$ cat src/rtl/wb_ddr_port_arbiter.sv
// Round-robin Wishbone arbiter: NUM_PORTS masters share one DDR bridge slave port, grant held for a whole cycle.
// Optional stall watchdog enabled by defining ARB_TIMEOUT_EN (forced release after TIMEOUT stalled strobes).
module wb_ddr_port_arbiter #(
    parameter int NUM_PORTS = 3,
    parameter int AW        = 32,
    parameter int DW        = 32,
    parameter int TIMEOUT   = 1023
) (
    input  logic                      wb_clk,
    input  logic                      wb_rst,
    input  logic [NUM_PORTS*AW-1:0]   m_adr_i,
    input  logic [NUM_PORTS*DW-1:0]   m_dat_i,
    input  logic [NUM_PORTS*DW/8-1:0] m_sel_i,
    input  logic [NUM_PORTS-1:0]      m_we_i,
    input  logic [NUM_PORTS-1:0]      m_cyc_i,
    input  logic [NUM_PORTS-1:0]      m_stb_i,
    input  logic [NUM_PORTS*3-1:0]    m_cti_i,
    input  logic [NUM_PORTS*2-1:0]    m_bte_i,
    output logic [NUM_PORTS*DW-1:0]   m_dat_o,
    output logic [NUM_PORTS-1:0]      m_ack_o,
    output logic [NUM_PORTS-1:0]      m_err_o,
    output logic [AW-1:0]             s_adr_o,
    output logic [DW-1:0]             s_dat_o,
    output logic [DW/8-1:0]           s_sel_o,
    output logic                      s_we_o,
    output logic                      s_cyc_o,
    output logic                      s_stb_o,
    output logic [2:0]                s_cti_o,
    output logic [1:0]                s_bte_o,
    input  logic [DW-1:0]             s_dat_i,
    input  logic                      s_ack_i,
    output logic [NUM_PORTS-1:0]      grant_o,
    output logic                      timeout_o
);

    localparam int PW = (NUM_PORTS > 1) ? $clog2(NUM_PORTS) : 1;
    localparam int SW = DW / 8;

    typedef enum logic {ST_IDLE, ST_BUSY} state_t;

    state_t                 r_state;
    logic [NUM_PORTS-1:0]   r_grant;
    logic [PW-1:0]          r_gidx;
    logic [PW-1:0]          r_rr;

    logic [PW-1:0]          w_pick_idx;
    logic [PW:0]            w_sum;
    logic                   w_busy;
    logic                   w_g_cyc;
    logic                   w_g_stb;
    logic                   w_to;
    logic [PW-1:0]          w_next_rr;

    assign w_busy    = (r_state == ST_BUSY);
    assign w_g_cyc   = w_busy & m_cyc_i[r_gidx];
    assign w_g_stb   = w_busy & m_stb_i[r_gidx];
    assign w_next_rr = (r_gidx == PW'(NUM_PORTS - 1)) ? '0 : r_gidx + PW'(1);

    // Scan offsets from farthest to nearest so the requester closest to r_rr wins.
    always_comb begin
        w_pick_idx = '0;
        w_sum      = '0;
        for (int k = NUM_PORTS - 1; k >= 0; k--) begin
            w_sum = {1'b0, r_rr} + (PW+1)'(k);
            if (w_sum >= (PW+1)'(NUM_PORTS))
                w_sum = w_sum - (PW+1)'(NUM_PORTS);
            if (m_cyc_i[w_sum[PW-1:0]])
                w_pick_idx = w_sum[PW-1:0];
        end
    end

`ifdef ARB_TIMEOUT_EN
    localparam int CW = $clog2(TIMEOUT + 1);

    logic [CW-1:0] r_stall;
    logic          r_timeout;

    // Fires during the TIMEOUT-th consecutive stalled strobe cycle.
    assign w_to      = w_g_stb & ~s_ack_i & (r_stall == CW'(TIMEOUT - 1));
    assign timeout_o = r_timeout;

    always_ff @(posedge wb_clk or posedge wb_rst) begin
        if (wb_rst) begin
            r_stall   <= '0;
            r_timeout <= 1'b0;
        end else begin
            if (!w_busy || s_ack_i || w_to)
                r_stall <= '0;
            else if (w_g_stb)
                r_stall <= r_stall + CW'(1);
            if (w_to)
                r_timeout <= 1'b1;
        end
    end
`else
    assign w_to      = 1'b0;
    assign timeout_o = 1'b0;
`endif

    always_ff @(posedge wb_clk or posedge wb_rst) begin
        if (wb_rst) begin
            r_state <= ST_IDLE;
            r_grant <= '0;
            r_gidx  <= '0;
            r_rr    <= '0;
        end else begin
            case (r_state)
                ST_IDLE: begin
                    if (|m_cyc_i) begin
                        r_state <= ST_BUSY;
                        r_grant <= NUM_PORTS'(1) << w_pick_idx;
                        r_gidx  <= w_pick_idx;
                    end
                end
                ST_BUSY: begin
                    if (!w_g_cyc || w_to) begin
                        r_state <= ST_IDLE;
                        r_grant <= '0;
                        r_rr    <= w_next_rr;
                    end
                end
                default: begin
                    r_state <= ST_IDLE;
                    r_grant <= '0;
                end
            endcase
        end
    end

    assign grant_o = r_grant;

    assign s_cyc_o = w_g_cyc & ~w_to;
    assign s_stb_o = w_g_stb & ~w_to;
    assign s_adr_o = w_busy ? m_adr_i[r_gidx*AW +: AW] : '0;
    assign s_dat_o = w_busy ? m_dat_i[r_gidx*DW +: DW] : '0;
    assign s_sel_o = w_busy ? m_sel_i[r_gidx*SW +: SW] : '0;
    assign s_we_o  = w_busy & m_we_i[r_gidx];
    assign s_cti_o = w_busy ? m_cti_i[r_gidx*3 +: 3] : 3'b000;
    assign s_bte_o = w_busy ? m_bte_i[r_gidx*2 +: 2] : 2'b00;

    assign m_ack_o = r_grant & {NUM_PORTS{s_ack_i}};
    assign m_err_o = r_grant & {NUM_PORTS{w_to}};

    always_comb begin
        m_dat_o = '0;
        for (int p = 0; p < NUM_PORTS; p++)
            if (r_grant[p])
                m_dat_o[p*DW +: DW] = s_dat_i;
    end

endmodule

$ cat config.mk
export PLATFORM = sky130hd
export DESIGN_NAME = wb_ddr_port_arbiter
export DESIGN_NICKNAME = d
export VERILOG_FILES = /design/src/rtl/wb_ddr_port_arbiter.sv
export SDC_FILE = /design/constraint.sdc
export NUM_CORES = 1
export LEC_CHECK = 0
export CAP_MARGIN = 20
export CORE_AREA = 2 2 173 175
export DETAILED_ROUTE_END_ITERATION = 8
export DIE_AREA = 0 0 175 177
export PLACE_DENSITY = 0.46
export SLEW_MARGIN = 40
export SYNTH_ARGS = -nofsm -noshare
export SYNTH_HDL_FRONTEND = slang
export SYNTH_SLANG_ARGS = --single-unit
export TNS_END_PERCENT = 50
$ cat constraint.sdc
create_clock -name wb_clk -period 2.3 [get_ports wb_clk]
set_clock_uncertainty 0.05 [all_clocks]
set_input_delay 0.46 -clock wb_clk [delete_from_list [all_inputs] [get_ports wb_clk]]
set_output_delay 0.46 -clock wb_clk [all_outputs]
set_load 0.02 [all_outputs]
==> results.yml, run 1 <==
global_routing:
  grt.overflow.total: 0
  grt_start_max_net_pins: 44
  grt_pass1_wl_mm: 30.1
  grt_pass1_vias: 4928
  grt_usage_pct: 12.6
  grt_antenna_before_repair: 0
synth:
  synthArstFlopShare_pct: 100
  synthSimpleGateAreaFrac_pct: 45.2
  synth.largest_area_cell: "and2_1"
  muxShareOfSynthArea_pct: 24.0
  synth_top_flop_cell: "dfrtp_1"
  mappedNetlistArea_mm2: 0.00326
  synthAdderAreaFrac_pct: 1.15
  yosys_warnings: 0
  ys_types: 34
  synth_xor_area_share_pct: 0
  ys_seq_area_share_pct: 6.14
  ys_ff_latch: 8
  synth_edf_count: 0
  netlist.area_leader.share_pct: 33.8
  postSynthCellCount: 500
  synth_top_family_by_area: "simple AND/OR/NAND/NOR gates"
  synthTopCellsByArea: "and2_1 (34%), mux2i_1 (24%), nand2_1 (9.1%), o21ai_1 (8.4%), dfrtp_1 (6.1%)"
  synth_compound_area_share_pct: 15.3
  syn_avg_cell_area_um2: 6.52
pwr:
  leakage_nw: 3.56
  peakVddDrop_mv: 0.300
  finalPower_mw: 7.77
  powerDensity_mw_per_mm2: 901
floorplan:
  boundaryPins: 445
  fp-row-count: 63
  die_area_mm2: 0.0310
  die_h_um: 177
  die_w_um: 175
  initial_utilization_pct: 11.2
  core_mm2: 0.0292
clock_network:
  clkLatencyLatePin_ns: 0.23
  root_buffer: "clkbuf_16"
  htreeDepth: 1
  clockBufferDepth: 2
  path_clk_slew_ns: 0.04
  cts_tree: "done"
  cts_hold_buffers: 0
  cts_buffers: 3
  cts_sinks: 8
setup_path:
  crit_fanout: 3
  worst_setup_path_end_kind: "primary output"
  regToRegEndpoint: "grant_o[0]"
  start_kind: "input port"
  crit_required_ns: 1.79
  crit_start: "s_dat_i[0]"
  path_class: "input port to primary output"
  setup.worst_path.end: "m_dat_o[32]"
  arrival_ns: 1.76
  r2r_cells: 6
  worstReg2RegStart: "r_rr[0]"
  r2r_slack_ns: 0.48
min_path:
  hold_path_startpoint: "r_rr[0]"
  hold_class: "flop to flop"
route:
  antenna_left: 0
  post_drt_wl_per_cell_um: 16.8
  drtIter0Drc: 106
  vias: 5020
  first_pass_iters: 4
  drt_wl_total_mm: 22.4
  drc: 0
  via_per_inst: 3.77
timing:
  fin_crit_sh_pct: 98.9
  rsz0062_at_grt: "yes"
  finalSetupViolations: 0
  min_period_ns: 2.27
  fmax_mhz: 440
  final_hold_viol_count: 0
  slew_viol_final: 0
  worst_slack_ns: 0.0264
run_status:
  status: "complete, no violations"
layout:
  drive_above_1_share_pct: 15.1
  area_growth_pct: 164
  finalCoreUtilization_pct: 29.5
  layout.nets: 1210
  final_cell_mix: "clkdlybuf4s50_1 (349), and2_1 (172), mux2i_1 (77)"
  n_antenna_cell: 0
  final_common_cell: "clkdlybuf4s50_1"
  num-fill-cells: 3210
placement:
  portBuffers: 440
  dp_slack_ns: -0.386
  place_hpwl_mm: 17.4
  gp_congestion: 0.744
run:
  drv_cap: 0
## area by class of cell
type	count	area, µm²	share of cell area, %
clock buffer	4	78.8	0.914
inverter	4	15.0	0.174
multi-input combinational	444	2850	33.1
sequential	8	208	2.41
tap	390	488	5.66
timing repair buffer	483	4980	57.8
## synth_stat cells, types with 2 or more instances
cell and instances:
clkbuf_1 18, nor2b_1 2, buf_6 3, inv_1 4
mux2i_1 77, buf_1 6, a21o_1 5, o21ai_1 55
ha_1 3, buf_2 9, buf_4 11, o21ai_0 23
a21oi_1 2, nand2b_1 2, and2_1 176, dfrtp_1 8
nand2_1 79
## worst min path at each step
stage                            end  slack (ns)  depth (start not counted)
final                        r_rr[0]        0.46                          2
after global routing         r_rr[0]        0.50                          2
after CTS                    r_rr[0]        0.46                          2
after detailed placement     r_rr[0]        0.46                          2
after global placement       r_rr[0]        0.45                          2
after floorplan           grant_o[0]        0.23                          1
## cells by family (layout without fill, tap and decap cells)
logic type / after synthesis / after routing
compound gates: 92 / 92
fa+ha+maj: 3 / 3
buf+inv: 51 / 491
flops: 8 / 8
mux: 78 / 78
other cells: 1 / 4
simple gates: 267 / 267
## critical path, cell delays in order
cell,delay [ns]
clkdlybuf4s50_1,0.55
and2_1,0.15
clkdlybuf4s50_1,0.59
## state kept, by name (all words and copies together) (netlist names)
name,cells
r_rr,2
r_state,1
r_gidx,2
grant_o,3
## where the power goes
part           leakage (nW)  internal (mW)  switching (mW)
clock network        0.0382          0.231          0.0708
logic                  3.42           3.55            3.63
registers            0.0965          0.208          0.0757
total                  3.56           3.99            3.78
## what timing repair did
item                                    CTS  global route
pin swaps                                 0             7
endpoints found under the hold margin     0             0
setup buffers                             3             0
gates resized for setup                 291           120
cloned                                    3             6
endpoints found under the setup margin   73            73
## routing by layer
layer	vias to the layer above	global-route usage, %	routed length (µm)
met3	10	2.51	1560
met4	0	1.88	257
met1	2208	13.7	8760
met5	-	0	0
met2	270	25.3	11800
li1	2532	-	-
## per-stage QoR
step	instance area (µm²)	hold WS, ns	cells	setup TNS (ns)
after floorplan	3270	0.226	503	0
after global placement	8310	0.452	1317	-7.03
after detailed placement	8310	0.455	1317	-7.39
after CTS	8240	0.463	1327	-0.101
after global routing	8620	0.500	1333	-0.710
final	8620	0.460	1333	0
Power figures use the tool's default switching activity.
==> inputs of run 2 (changes only) <==
Settings changed: CELL_PAD_IN_SITES_DETAIL_PLACEMENT from default to 1, CELL_PAD_IN_SITES_GLOBAL_PLACEMENT from default to 2, CORE_AREA 2 2 173 175 to default, CORE_MARGIN from default to 5, CORE_UTILIZATION from default to 10, DIE_AREA 0 0 175 177 to default, PLACE_DENSITY 0.46 to 0.84.
==> run 2 against run 1 <==
The run now ends with setup timing left. Sequential share of layout area is 0.16 points lower. Setup slack got worse by 0.079 ns. Register-to-register slack worse by 0.03 ns. Non-clock buffer count rose by 17. Sequential cell count unchanged. Count of clock-buffer cells in the layout unchanged.
==> results.yml, run 2 (synthesis results as in run 1) <==
layout:
  layout.nets: 1227
  num-fill-cells: 3877
  area_growth_pct: 181
  n_antenna_cell: 0
  drive_above_1_share_pct: 22.0
  largest_reg_flops: 3
  final_common_cell: "clkdlybuf4s50_1"
  final_cell_mix: "clkdlybuf4s50_1 (348), and2_1 (162), mux2i_1 (73)"
  finalNonFillerCells: 1402
timing:
  min_period_ns: 2.35
  worst_slack_ns: -0.0527
  finalSetupViolations: 5
  final_hold_viol_count: 0
  fin_crit_sh_pct: 102
  fmax_mhz: 425
  slew_viol_final: 0
  rsz0062_at_grt: "yes"
  holdWs_ns: 0.446
  tns_ns: -0.115
pwr:
  powerDensity_mw_per_mm2: 918
  finalPower_mw: 8.41
  leakage_nw: 3.74
  peakVddDrop_mv: 0.460
run:
  drv_cap: 0
setup_path:
  worstReg2RegStart: "r_gidx[1]"
  crit_chain: "and2b_4 > buf_12 > buf_16 > buf_6 > nand2_2 > o21ai_1 > and2_4 > buf_6"
  setup.worst_path.end: "s_dat_o[29]"
  worstSetupPathDepth: 8
  critPathBufInv: 4
  regToRegEndpoint: "grant_o[0]"
  worst_setup_path_end_kind: "primary output"
  arrival_ns: 1.84
  r2r_slack_ns: 0.45
  crit_start: "r_gidx[1]"
  crit_required_ns: 1.79
  slowest_delay_ns: 0.47
  r2r_cells: 7
  path_class: "flop to primary output"
  start_kind: "flop"
  cp_top_family: "simple AND/OR/NAND/NOR gates"
  cpMaxStageDelayCell: "dfrtp_4"
  crit_top_cell: "buf_6"
  crit_fanout: 5
run_status:
  violations: "setup timing"
  status: "finished, violations left"
clock_network:
  cts_buffers: 3
  path_clk_slew_ns: 0.04
  cts_sinks: 8
  htreeDepth: 1
  root_buffer: "clkbuf_16"
  clockBufferDepth: 2
  clkLatencyLatePin_ns: 0.24
  cts_tree: "done"
global_routing:
  grt_antenna_before_repair: 1
  grt_usage_pct: 11.8
  grt_pass1_vias: 5803
  grt.overflow.total: 0
  grt_start_max_net_pins: 42
  grt_pass1_wl_mm: 33.8
floorplan:
  core_mm2: 0.0324
  die_area_mm2: 0.0363
  initial_utilization_pct: 10.1
  die_h_um: 191
  boundaryPins: 445
  fp-row-count: 66
  die_w_um: 191
route:
  antenna_left: 0
  top_layer: "met5"
  met2_length_mm: 12.3
  post_drt_wl_per_cell_um: 17.1
  first_pass_iters: 4
  drt_wl_total_mm: 24.0
  vias: 5285
  wl_met1_mm: 9.14
  drtIter0Drc: 100
  wl_met3_mm: 2.36
  via_per_inst: 3.77
  drc: 0
min_path:
  hold_class: "input port to asynchronous set/reset pin"
placement:
  portBuffers: 440
  place_hpwl_mm: 19.2
  gp_congestion: 0.791
  dp.cells: 1373
-- run 2: routing by layer --
layer | GRT usage, % | vias up
met5 | 0 | -
met4 | 1.41 | 2
met3 | 3.64 | 13
met2 | 22.6 | 289
met1 | 13.2 | 2417
li1 | - | 2564
-- run 2: worst min-delay path by stage --
stage	start	to	slack (ns)
floorplan	wb_rst	grant_o[0]	0.23
global placement	r_rr[0]	r_rr[0]	0.45
detailed placement	r_rr[0]	r_rr[0]	0.47
CTS	wb_rst	grant_o[0]	0.47
global route	wb_rst	r_state	0.49
finish	wb_rst	r_state	0.45
-- run 2: final cells by class --
type	instances	area (µm²)	share of cell area [%]
Multi-Input combinational cell	444	3040	33.1
Inverter	4	15.0	0.164
Tap cell	442	553	6.03
Sequential cell	8	206	2.25
Clock buffer	4	78.8	0.860
Timing Repair Buffer	500	5280	57.6
-- run 2: timing repair --
item | 4_1_cts | 5_1_grt
gates resized for setup | 360 | 193
pin swaps | 1 | 29
setup buffers | 5 | 13
cloned | 4 | 5
endpoints found under the setup margin | 80 | 86
hold buffers | 0 | 0
-- run 2: worst register-to-register path, cell delays in order, from the launching register on --
cell	delay, ns
dfrtp_4	0.47
buf_4	0.15
buf_12	0.15
mux2i_1	0.14
buf_4	0.14
o211ai_2	0.24
nand2_1	0.09
a221oi_1	0.30
-- run 2: per-stage QoR --
step,util (%),worst slack [ns],cell area [µm²]
floorplan,-,0.462,3270
global placement,25.9,-0.354,8380
detailed placement,25.9,-0.276,8380
CTS,26.0,-0.142,8430
global route,28.3,-0.120,9170
finish,28.3,-0.0527,9170
-- run 2: report_power, final --
group	total (mW)	leakage, nW	switching, mW	internal (mW)
registers	0.264	0.0975	0.0586	0.206
logic	7.84	3.60	3.87	3.97
clock network	0.309	0.0382	0.0773	0.232
==> inputs of run 3 (changes only) <==
Settings changed: TNS_END_PERCENT 50 to 5.
==> run 3 against run 2 <==
The flow still finishes with violations (setup timing). Core utilization decreased by 1.9 points. Setup slack better by 0.0057 ns. Global-route usage fell by 0.33 points. First-iteration DRC count fell by 18%. Largest cell class unchanged.
==> results.yml, run 3 (synthesis results as in run 1) <==
layout:
  drive_above_1_share_pct: 13.8
  n_antenna_cell: 0
  final_common_cell: "clkdlybuf4s50_1"
  largest_reg_flops: 3
  layout.nets: 1205
  final_cell_mix: "clkdlybuf4s50_1 (348), and2_1 (171), nand2_1 (79)"
  area_growth_pct: 162
global_routing:
  grt_pass1_vias: 5737
  grt_antenna_before_repair: 1
  grt_pass1_wl_mm: 33.0
  grt_usage_pct: 11.5
  grt_start_max_net_pins: 42
  grt.overflow.total: 0
run:
  drv_cap: 0
route:
  via_per_inst: 3.73
  post_drt_wl_per_cell_um: 16.5
  vias: 5147
  drc: 0
  antenna_left: 0
  drt_wl_total_mm: 22.8
  first_pass_iters: 4
  drtIter0Drc: 82
run_status:
  status: "finished, violations left"
  violations: "setup timing"
clock_network:
  htreeDepth: 1
  cts_buffers: 3
  clkLatencyLatePin_ns: 0.24
  cts_tree: "done"
  cts_hold_buffers: 0
  clockBufferDepth: 2
  cts_sinks: 8
  path_clk_slew_ns: 0.04
  root_buffer: "clkbuf_16"
setup_path:
  path_class: "flop to primary output"
  cpMaxStageDelayCell: "dfrtp_4"
  crit_chain: "and2b_4 > buf_12 > nand2_1 > o21ai_0 > and2_1 > clkdlybuf4s15_1"
  slowest_delay_ns: 0.49
  start_kind: "flop"
  crit_fanout: 18
  crit_required_ns: 1.79
  worst_setup_path_end_kind: "primary output"
  arrival_ns: 1.84
min_path:
  hold_class: "input port to asynchronous set/reset pin"
placement:
  portBuffers: 440
  gp_congestion: 0.791
  dp_slack_ns: -0.276
  place_hpwl_mm: 19.2
floorplan:
  die_w_um: 191
  fp-row-count: 66
  initial_utilization_pct: 10.1
  boundaryPins: 445
  die_area_mm2: 0.0363
  die_h_um: 191
  core_mm2: 0.0324
timing:
  final_hold_viol_count: 0
  rsz0062_at_grt: "yes"
  finalSetupViolations: 5
  fin_crit_sh_pct: 102
  fmax_mhz: 426
  worst_slack_ns: -0.0470
  min_period_ns: 2.35
  slew_viol_final: 0
  holdWs_ns: 0.445
pwr:
  finalPower_mw: 7.60
  leakage_nw: 3.50
  peakVddDrop_mv: 0.453
  powerDensity_mw_per_mm2: 889
run 3: final cells by class:
cell class | instances | area, µm²
clock buffers | 4 | 78.8
fillers | 3905 | 23800
inverters | 4 | 15.0
multi-input cells | 444 | 2840
flip-flops and latches | 8 | 206
well taps | 442 | 553
repair buffers | 478 | 4860
run 3: power breakdown:
group / internal [mW] / switching [mW] / leakage [nW]
registers: 0.206 / 0.0615 / 0.0975
logic: 3.42 / 3.61 / 3.36
clock network: 0.232 / 0.0774 / 0.0382
total: 3.86 / 3.75 / 3.50
run 3: metal layers:
layer | track usage, % | up-vias | wire length (µm) | share of wire, %
met5 | 0 | - | 11 | 0.048
met4 | 1.33 | 2 | 173 | 0.76
met3 | 3.64 | 13 | 2300 | 10
met2 | 22.2 | 284 | 11700 | 51
met1 | 12.6 | 2337 | 8570 | 38
li1 | - | 2511 | - | -
run 3: final timing paths:
kind,from,to,slack (ns),cells past startpoint
worst max-delay path,r_gidx[1],s_adr_o[10],-0.05,6
worst min-delay path,wb_rst,r_state,0.45,2
worst max register to register,r_rr[0],grant_o[0],0.48,6
worst min register to register,r_rr[0],r_rr[0],0.46,2
max in group asynchronous,wb_rst,r_gidx[1],1.47,2
min in group wb_clk,r_rr[0],r_rr[0],0.46,2
run 3: repair_timing:
action,CTS,global route
gates cloned,1,1
resized for setup,185,225
setup endpoints to repair,80,91
pin swaps,0,3
setup buffers,1,0
run 3: metrics by stage:
step                instances  cell area [µm²]  util, %  TNS (ns)
floorplan                 503             3270        -         0
global placement         1373             8380     25.9     -9.87
detailed placement       1373             8380     25.9    -11.02
CTS                      1379             8340     25.8     -5.81
global route             1380             8550     26.4     -2.10
finish                   1380             8550     26.4    -0.104
run 3: critical path, delay by kind of cell (launching register included):
family / cells / cell delay (ns)
buffers and inverters: 2 / 0.50
DFF: 1 / 0.49
AOI/OAI and AO/OA: 1 / 0.06
and+or+nand+nor: 3 / 0.53
